**config.mk**
```make
export PLATFORM = sky130hd
export DESIGN_NAME = mem_stage
export DESIGN_NICKNAME = d
export VERILOG_FILES = /design/src/rtl/mem_stage.sv
export SDC_FILE = /design/constraint.sdc
export NUM_CORES = 1
export LEC_CHECK = 0
export BUFFER_PORTS_ARGS = -buffer_cell sky130_fd_sc_hd__buf_4
export CORE_MARGIN = 10
export CORE_UTILIZATION = 35
export CTS_CLUSTER_DIAMETER = 100
export CTS_CLUSTER_SIZE = 24
export DETAILED_ROUTE_END_ITERATION = 10
export HOLD_SLACK_MARGIN = 0.02
export PLACE_DENSITY = 0.69
export SYNTH_ARGS = -nofsm -noshare
export SYNTH_HDL_FRONTEND = slang
export SYNTH_SLANG_ARGS = --single-unit
```
**constraint.sdc**
```tcl
create_clock -name clk -period 6.7 [get_ports clk]
set_clock_uncertainty 0.05 [all_clocks]
set_input_delay 0.67 -clock clk [delete_from_list [all_inputs] [get_ports clk]]
set_output_delay 0.67 -clock clk [all_outputs]
set_load 0.005 [all_outputs]
```
**src/rtl/mem_stage.sv**
```systemverilog
// MEM pipeline stage: data-memory bus master (req/ack), RISC-V load
// extension and store lane steering, branch resolution, and MEM/WB register.
module mem_stage #(
    parameter int ACK_TIMEOUT = 255
) (
    input  logic        clk,
    input  logic        reset,
    input  logic        RegWrite_MEM,
    input  logic        MemtoReg_MEM,
    input  logic        MemRead_MEM,
    input  logic        MemWrite_MEM,
    input  logic        Branch_MEM,
    input  logic [31:0] PC_MEM,
    input  logic [2:0]  FUNCT3_MEM,
    input  logic [31:0] ALU_OUT_MEM,
    input  logic        ZERO_MEM,
    input  logic [31:0] REG_DATA2_MEM,
    input  logic [4:0]  RD_MEM,
    output logic        dmem_req,
    output logic        dmem_we,
    output logic [31:0] dmem_addr,
    output logic [31:0] dmem_wdata,
    output logic [3:0]  dmem_be,
    input  logic        dmem_ack,
    input  logic [31:0] dmem_rdata,
    output logic        stall_mem,
    output logic        PCSrc,
    output logic [31:0] PC_BRANCH_OUT,
    output logic        RegWrite_WB,
    output logic        MemtoReg_WB,
    output logic [31:0] READ_DATA_WB,
    output logic [31:0] ALU_OUT_WB,
    output logic [4:0]  RD_WB,
    output logic        misalign_exc,
    output logic        bus_err
);

    // Wait-counter value seen in the last BUSY cycle before giving up.
    localparam logic [15:0] TIMEOUT_LAST = 16'(ACK_TIMEOUT - 1);

    typedef enum logic {
        IDLE = 1'b0,
        BUSY = 1'b1
    } state_t;

    state_t      state, state_nxt;
    logic [15:0] wait_cnt;
    logic [2:0]  funct3_q;
    logic [1:0]  lane_q;
    logic        access, aligned, start, misalign_now, timeout, load_done;
    logic [3:0]  store_be;
    logic [31:0] store_wdata, load_data;
    logic [7:0]  load_byte;
    logic [15:0] load_half;

    // Access legality and store byte-lane steering from the EX/MEM inputs.
    always_comb begin
        // NOTE: every always_comb output gets a default first so no path can infer a latch.
        access      = MemRead_MEM | MemWrite_MEM;
        aligned     = 1'b0;
        store_be    = 4'b1111;
        store_wdata = REG_DATA2_MEM;
        case (FUNCT3_MEM[1:0])
            2'b00:   aligned = 1'b1;
            2'b01:   aligned = ~ALU_OUT_MEM[0];
            2'b10:   aligned = (ALU_OUT_MEM[1:0] == 2'b00);
            default: aligned = 1'b0;
        endcase
        if (MemWrite_MEM) begin
            case (FUNCT3_MEM[1:0])
                2'b00: begin
                    store_be    = 4'b0001 << ALU_OUT_MEM[1:0];
                    store_wdata = {4{REG_DATA2_MEM[7:0]}};
                end
                2'b01: begin
                    store_be    = ALU_OUT_MEM[1] ? 4'b1100 : 4'b0011;
                    store_wdata = {2{REG_DATA2_MEM[15:0]}};
                end
                default: begin
                    store_be    = 4'b1111;
                    store_wdata = REG_DATA2_MEM;
                end
            endcase
        end
    end

    // Next-state, stall and event decode for the bus FSM.
    always_comb begin
        state_nxt    = state;
        stall_mem    = 1'b0;
        start        = 1'b0;
        misalign_now = 1'b0;
        timeout      = 1'b0;
        load_done    = 1'b0;
        case (state)
            IDLE: begin
                if (access && aligned) begin
                    start     = 1'b1;
                    stall_mem = 1'b1;
                    state_nxt = BUSY;
                end else if (access) begin
                    misalign_now = 1'b1;
                end
            end
            BUSY: begin
                if (dmem_ack) begin
                    load_done = ~dmem_we;
                    state_nxt = IDLE;
                end else if (wait_cnt == TIMEOUT_LAST) begin
                    timeout   = 1'b1;
                    state_nxt = IDLE;
                end else begin
                    stall_mem = 1'b1;
                end
            end
            default: state_nxt = IDLE;
        endcase
    end

    // FSM state register.
    always_ff @(posedge clk or posedge reset) begin
        // NOTE: sequential state uses non-blocking assignments only.
        if (reset) state <= IDLE;
        else       state <= state_nxt;
    end

    // Bus request register: latch the access on entry, hold it while BUSY.
    always_ff @(posedge clk or posedge reset) begin
        if (reset) begin
            dmem_req   <= 1'b0;
            dmem_we    <= 1'b0;
            dmem_addr  <= 32'h0;
            dmem_wdata <= 32'h0;
            dmem_be    <= 4'h0;
            funct3_q   <= 3'h0;
            lane_q     <= 2'h0;
            wait_cnt   <= 16'h0;
        end else if (start) begin
            dmem_req   <= 1'b1;
            dmem_we    <= MemWrite_MEM;
            dmem_addr  <= {ALU_OUT_MEM[31:2], 2'b00};
            dmem_wdata <= store_wdata;
            dmem_be    <= store_be;
            funct3_q   <= FUNCT3_MEM;
            lane_q     <= ALU_OUT_MEM[1:0];
            wait_cnt   <= 16'h0;
        end else if (state == BUSY) begin
            if (dmem_ack || timeout) dmem_req <= 1'b0;
            wait_cnt <= wait_cnt + 16'h1;
        end
    end

    // Load lane selection and sign/zero extension of the returned word.
    always_comb begin
        load_byte = dmem_rdata[{lane_q, 3'b000} +: 8];
        load_half = lane_q[1] ? dmem_rdata[31:16] : dmem_rdata[15:0];
        case (funct3_q)
            3'b000:  load_data = {{24{load_byte[7]}}, load_byte};
            3'b001:  load_data = {{16{load_half[15]}}, load_half};
            3'b100:  load_data = {24'h0, load_byte};
            3'b101:  load_data = {16'h0, load_half};
            default: load_data = dmem_rdata;
        endcase
    end

    // MEM/WB register with bubble insertion on stall or exception.
    always_ff @(posedge clk or posedge reset) begin
        if (reset) begin
            RegWrite_WB  <= 1'b0;
            MemtoReg_WB  <= 1'b0;
            READ_DATA_WB <= 32'h0;
            ALU_OUT_WB   <= 32'h0;
            RD_WB        <= 5'h0;
        end else if (stall_mem || misalign_now || timeout) begin
            RegWrite_WB  <= 1'b0;
            MemtoReg_WB  <= 1'b0;
            READ_DATA_WB <= 32'h0;
            ALU_OUT_WB   <= 32'h0;
            RD_WB        <= 5'h0;
        end else begin
            RegWrite_WB  <= RegWrite_MEM;
            MemtoReg_WB  <= MemtoReg_MEM;
            READ_DATA_WB <= load_done ? load_data : 32'h0;
            ALU_OUT_WB   <= ALU_OUT_MEM;
            RD_WB        <= RD_MEM;
        end
    end

    // One-cycle exception pulses.
    always_ff @(posedge clk or posedge reset) begin
        if (reset) begin
            misalign_exc <= 1'b0;
            bus_err      <= 1'b0;
        end else begin
            misalign_exc <= misalign_now;
            bus_err      <= timeout;
        end
    end

    // Branch resolution; the compare result arrives in ALU_OUT_MEM[0].
    always_comb begin
        PCSrc = 1'b0;
        if (Branch_MEM) begin
            case (FUNCT3_MEM)
                3'b000:         PCSrc = ZERO_MEM;
                3'b001:         PCSrc = ~ZERO_MEM;
                3'b100, 3'b110: PCSrc = ALU_OUT_MEM[0];
                3'b101, 3'b111: PCSrc = ~ALU_OUT_MEM[0];
                default:        PCSrc = 1'b0;
            endcase
        end
    end

    assign PC_BRANCH_OUT = PC_MEM;

endmodule

```
## Yosys cells after proc, flatten, opt, wreduce, memory -nomap -nowiden

Index checks and enable logic that the tools add are counted.

- Word-level logic and storage cells: 82
- Output and inout bits: 177
- Bits of input ports: 145
- Bits in registers: 163

- Mux-type cells: 34
- Equal/unequal tests: 11
- Reductions and logical operators: 13
- Bitwise operators: 5
- $add $sub $neg: 1
- Shifts and indexed selects: 2

Operator list:

| operator | count |
|---|---|
| $mux 32 | 4 |
| $pmux 32 s4 | 1 |
| $pmux 32 s2 | 1 |
| $mux 16 | 3 |
| $shiftx 32x6->8 | 1 |
| $eq 3x3->1 const B | 6 |
| $mux 1 | 18 |
| $add 16x1->16 const B | 1 |
| $eq 16x8->1 const B | 1 |
| $mux 4 | 2 |
| $pmux 4 s2 | 1 |
| $eq 3x1->1 const B | 2 |
| $logic_not 3->1 | 2 |
| $mux 5 | 1 |
| $logic_not 2->1 | 2 |
| $not 1->1 | 4 |
| $pmux 1 s4 | 1 |
| $reduce_bool 2->1 | 2 |
| $reduce_or 2->1 | 2 |
| $shl 1x2->4 const A | 1 |
| $logic_or 1x1->1 | 3 |
| $pmux 1 s3 | 1 |
| $eq 2x1->1 const B | 1 |
| $eq 2x2->1 const B | 1 |
| other kinds (4) | 4 |

## Depth between registers and ports, before layout

- Depth in word-level cells: 8
- Depth in mapped cells: 7
- Gate-level depth less buffers: 6

## Least setup slack after synthesis

No wires, ideal clock.

- Kind: input to output
- From: in ALU_OUT_MEM[0]
- To: out stall_mem
- Buffers on the path: 3
- Arrival time: 1.696 ns
- Cell stages on the path: 6
- Setup slack: 4.284 ns
- Data required time: 5.980 ns
- Path through: buf_2 a21oi_2 o221ai_2 buf_4 buf_4 o31ai_1

- Cells in the longest elaborated chain, start to end: 5
- Elaborated cells on any way between the ends: 6
- Classes of those cells: 3 x mux; 1 x bitwise; 2 x reduce/logical

Ends and longest elaborated chain:

| what | line | text |
|---|---|---|
| start, declared | 15 | `input logic [31:0] ALU_OUT_MEM,` |
| $logic_not 2->1 or $not 1->1 (tied branches) | 66, 65 |  |
| $pmux 1 s3 * | 63 | `case (FUNCT3_MEM[1:0])` |
| $logic_and 1x1->1 * | 97 | `if (access && aligned) begin` |
| $mux 1 * | 97 |  |
| $pmux 1 s2 * | 95 | `case (state)` |
| end, declared | 26 | `output logic stall_mem,` |

Every way passes the cells marked *; elsewhere a longest branch is shown, timed or not.

## Final worst setup path

- From: reg state
- To: reg dmem_wdata[1]

- Cells in the longest elaborated chain, start to end: 1

Ends and longest elaborated chain:

| what | line | text |
|---|---|---|
| start, declared | 46 | `state_t state, state_nxt;` |
| start signal, assigned | 124 | `else state <= state_nxt;` |
| $mux 1 | 95 |  |
| end signal, assigned | 142 | `dmem_wdata <= store_wdata;` |
| end, declared | 22 | `output logic [31:0] dmem_wdata,` |

No other way between the ends.
A chain may end at the register's enable or synchronous reset.

==> run_results.csv <==
group,metric,value,unit
grt,grt_util_all_layers,15.6,%
route,viasPerCell,4.83,
route,drtAntennaViolNets,0,
worst_setup_path,r2r-end,"dmem_wdata[1]",
layout,multi_input_area,0.00242,mm^2
grt,grt_pass1_wl,31900,um
synth,synthArstFlopShare,100,%
timing,rsz0062_at_grt,"no",
layout,drive_gt1_share,36.9,%
outcome,status,"complete, no violations",
route,drt-pass1-iter-count,7,
synth,yosysMostFrequentCell,"dfrtp_1",
worst_setup_path,crit_fanout,68,
synth,yosys_register_bits,163,
clocking,ctsResizeCount,0,
grt,grt_overflow_total,0,
place,dpl_worst_slack,3.57,ns
worst_hold_path,hold_class,"primary input to asynchronous set/reset pin",
layout,syn_to_final_growth,36.1,%
pwr,max-vdd-ir-drop,170,uV
timing,setup_ws,4.01,ns
clocking,tritoncts,"done",
clocking,cts_buffers,17,
timing,tns,0,ns
route,drc,0,
layout,nets,973,
worst_setup_path,rrSetupSlack,4.01,ns
pwr,power,2.95,mW
worst_setup_path,r2r_start,"state",
clocking,path_clk_slew,0.07,ns
place,port_buffers,255,
route,wl_per_cell,18.6,um
worst_setup_path,worstPathArrival,2.94,ns
pwr,leakage,4.63,nW
grt,antenna_found_initial,1,
worst_setup_path,start_kind,"flip-flop",
synth,syn_area_per_cell,11.3,um^2
timing,finalHoldViolations,0,
die,rows,51,
worst_setup_path,cp.required,6.95,ns
place,post_dp_cell_area,0.00882,mm^2
die,initial_core_util,35.6,%
clocking,clock_path_buffers,2,
layout,n_fill_cell,1798,
synth,yosys_warnings,0,
place,dp_cells,1072,
clocking,clk_latency,0.42,ns
clocking,clock_sinks,163,
worst_setup_path,crit_type,"flip-flop to flip-flop",
flow_run,maxCapViolations,0,
place,dp_hpwl,15300,um
timing,min_period_over_period,40.2,%
synth,synthFlopType,"dfrtp_1",
layout,final-instance-count-excl-fill,1105,
die,coreArea,0.0195,mm^2
timing,setup_viol,0,
layout,utilization,48.4,%
die,dieHeight,161,um
layout,seq_area,0.00408,mm^2
synth,yosys.cell_types.count,45,
clocking,post_cts_buffers,0,
worst_setup_path,r2r_cells,5,
synth,synth_edf_count,0,
clocking,cts-htree-levels,4,
timing,worstMarginPinSlew,1.02,ns
place,gp_congestion,0.876,
layout,fin_area,0.00943,mm^2
worst_setup_path,end_kind,"flip-flop",
grt,grt_pass1_vias,5608,
timing,min_period,2.69,ns
die,die_w,161,um
synth,synth_area_leader_cell,"dfrtp_1",
die,io_pins,322,
synth,syn-cell-area,0.00692,mm^2
grt,grt_max_degree,90,
synth,synth.area.top_cells,"dfrtp_1 (59%), mux2_1 (6.8%), buf_4 (4.3%), nor2b_1 (4.3%), nand2_1 (3.8%)",
synth,syn_inst,612,
route,drt-total-wl,20600,um
route,drt_iter0_drc,233,
worst_setup_path,crit_end,"dmem_wdata[1]",
synth,synth_common_cells,"dfrtp_1 (163), nand2_1 (71), nor2b_1 (48)",
timing,maxSlewViolCount,0,
die,die-area,0.0258,mm^2
clocking,holdBufCountCts,0,
timing,fmax,371,MHz
route,vias,5332,
synth,synth_top_area_share,58.9,%
worst_setup_path,startpoint,"state",
timing,relSlewSlack,31.6,%
synth,synth-seq-area-share,58.9,%
pwr,power.density,313,mW/mm^2
clocking,root_buffer,"clkbuf_16",
timing,holdWs,0.369,ns
area by class of cell:
type | count | area share [%]
Multi-Input combinational cell | 375 | 25.6
Clock buffer | 18 | 4.55
Clock inverter | 14 | 1.79
Inverter | 7 | 0.332
Tap cell | 265 | 3.52
Timing Repair Buffer | 262 | 20.9
Sequential cell | 163 | 43.3
Antenna cell | 1 | 0.0265
cell usage in the layout (no fill, tap or decap), types with 3 or more instances in the layout:
master and count:
inv_8 3, a211oi_1 15, nor4_1 3, o22ai_1 9, o21ai_0 24, inv_6 5, nand3_1 18, mux2i_1 10
dfrtp_1 163, mux2_2 7, clkinvlp_4 3, o21ai_1 4, nor2_1 41, and4_1 3, mux2_1 42, a21oi_1 4
nor2b_1 48, clkbuf_16 17, nand4_1 5, buf_4 262, inv_1 5, nand2_1 71, and3_1 4, o31ai_1 19
nor3_1 21, nand2b_1 3
cell families after synthesis:
| kind of cell | share of synthesized area [%] |
|---|---|
| DFF | 58.9 |
| xor gates and xnor gates | 0.253 |
| buffers and inverters | 6.56 |
| adders and majority gates | 0.361 |
| muxes | 9.74 |
| and+or+nand+nor | 16.0 |
| other | 0.0542 |
| AOI/OAI and AO/OA | 8.13 |
critical path, cell delays in order (launching register included):
cell	delay, ns
dfrtp_1	0.54
inv_1	0.25
o221ai_4	0.12
buf_4	0.57
buf_4	0.63
mux2_1	0.38
flip-flops by register name (all words and copies together), names as in the netlist:
name and count:
dmem_be 4, MemtoReg_WB 1, dmem_wdata 32, RD_WB 5, state 1, wait_cnt 16
misalign_exc 1, lane_q 2, dmem_we 1, bus_err 1, dmem_addr 30, ALU_OUT_WB 32
READ_DATA_WB 32, dmem_req 1, RegWrite_WB 1, funct3_q 3
metal layers:
| layer | up-vias | wire length (um) | part of all wire [%] | track usage [%] |
|---|---|---|---|---|
| li1 | 2493 | - | - | - |
| met1 | 2568 | 8720 | 42 | 18.6 |
| met2 | 242 | 9730 | 47 | 25.1 |
| met3 | 29 | 1780 | 8.7 | 6.13 |
| met4 | 0 | 347 | 1.7 | 5.18 |
| met5 | - | 0 | 0 | 0 |
worst min path at each step:
stage,start,end,slack [ns],depth (start not counted)
floorplan,wait_cnt[15],wait_cnt[15],0.40,1
finish,reset,ALU_OUT_WB[24],0.37,2
global route,ALU_OUT_MEM[7],dmem_addr[7],0.40,2
detailed placement,dmem_wdata[11],dmem_wdata[11],0.42,2
CTS,reset,dmem_addr[15],0.39,2
global placement,dmem_wdata[30],dmem_wdata[30],0.41,2
power by group:
part           internal (mW)  leakage, nW  switching [mW]
registers               1.16         2.09           0.119
logic                  0.373         2.26           0.312
clock network          0.563        0.284           0.427
Note: power is estimated with default switching activity, not from simulation.
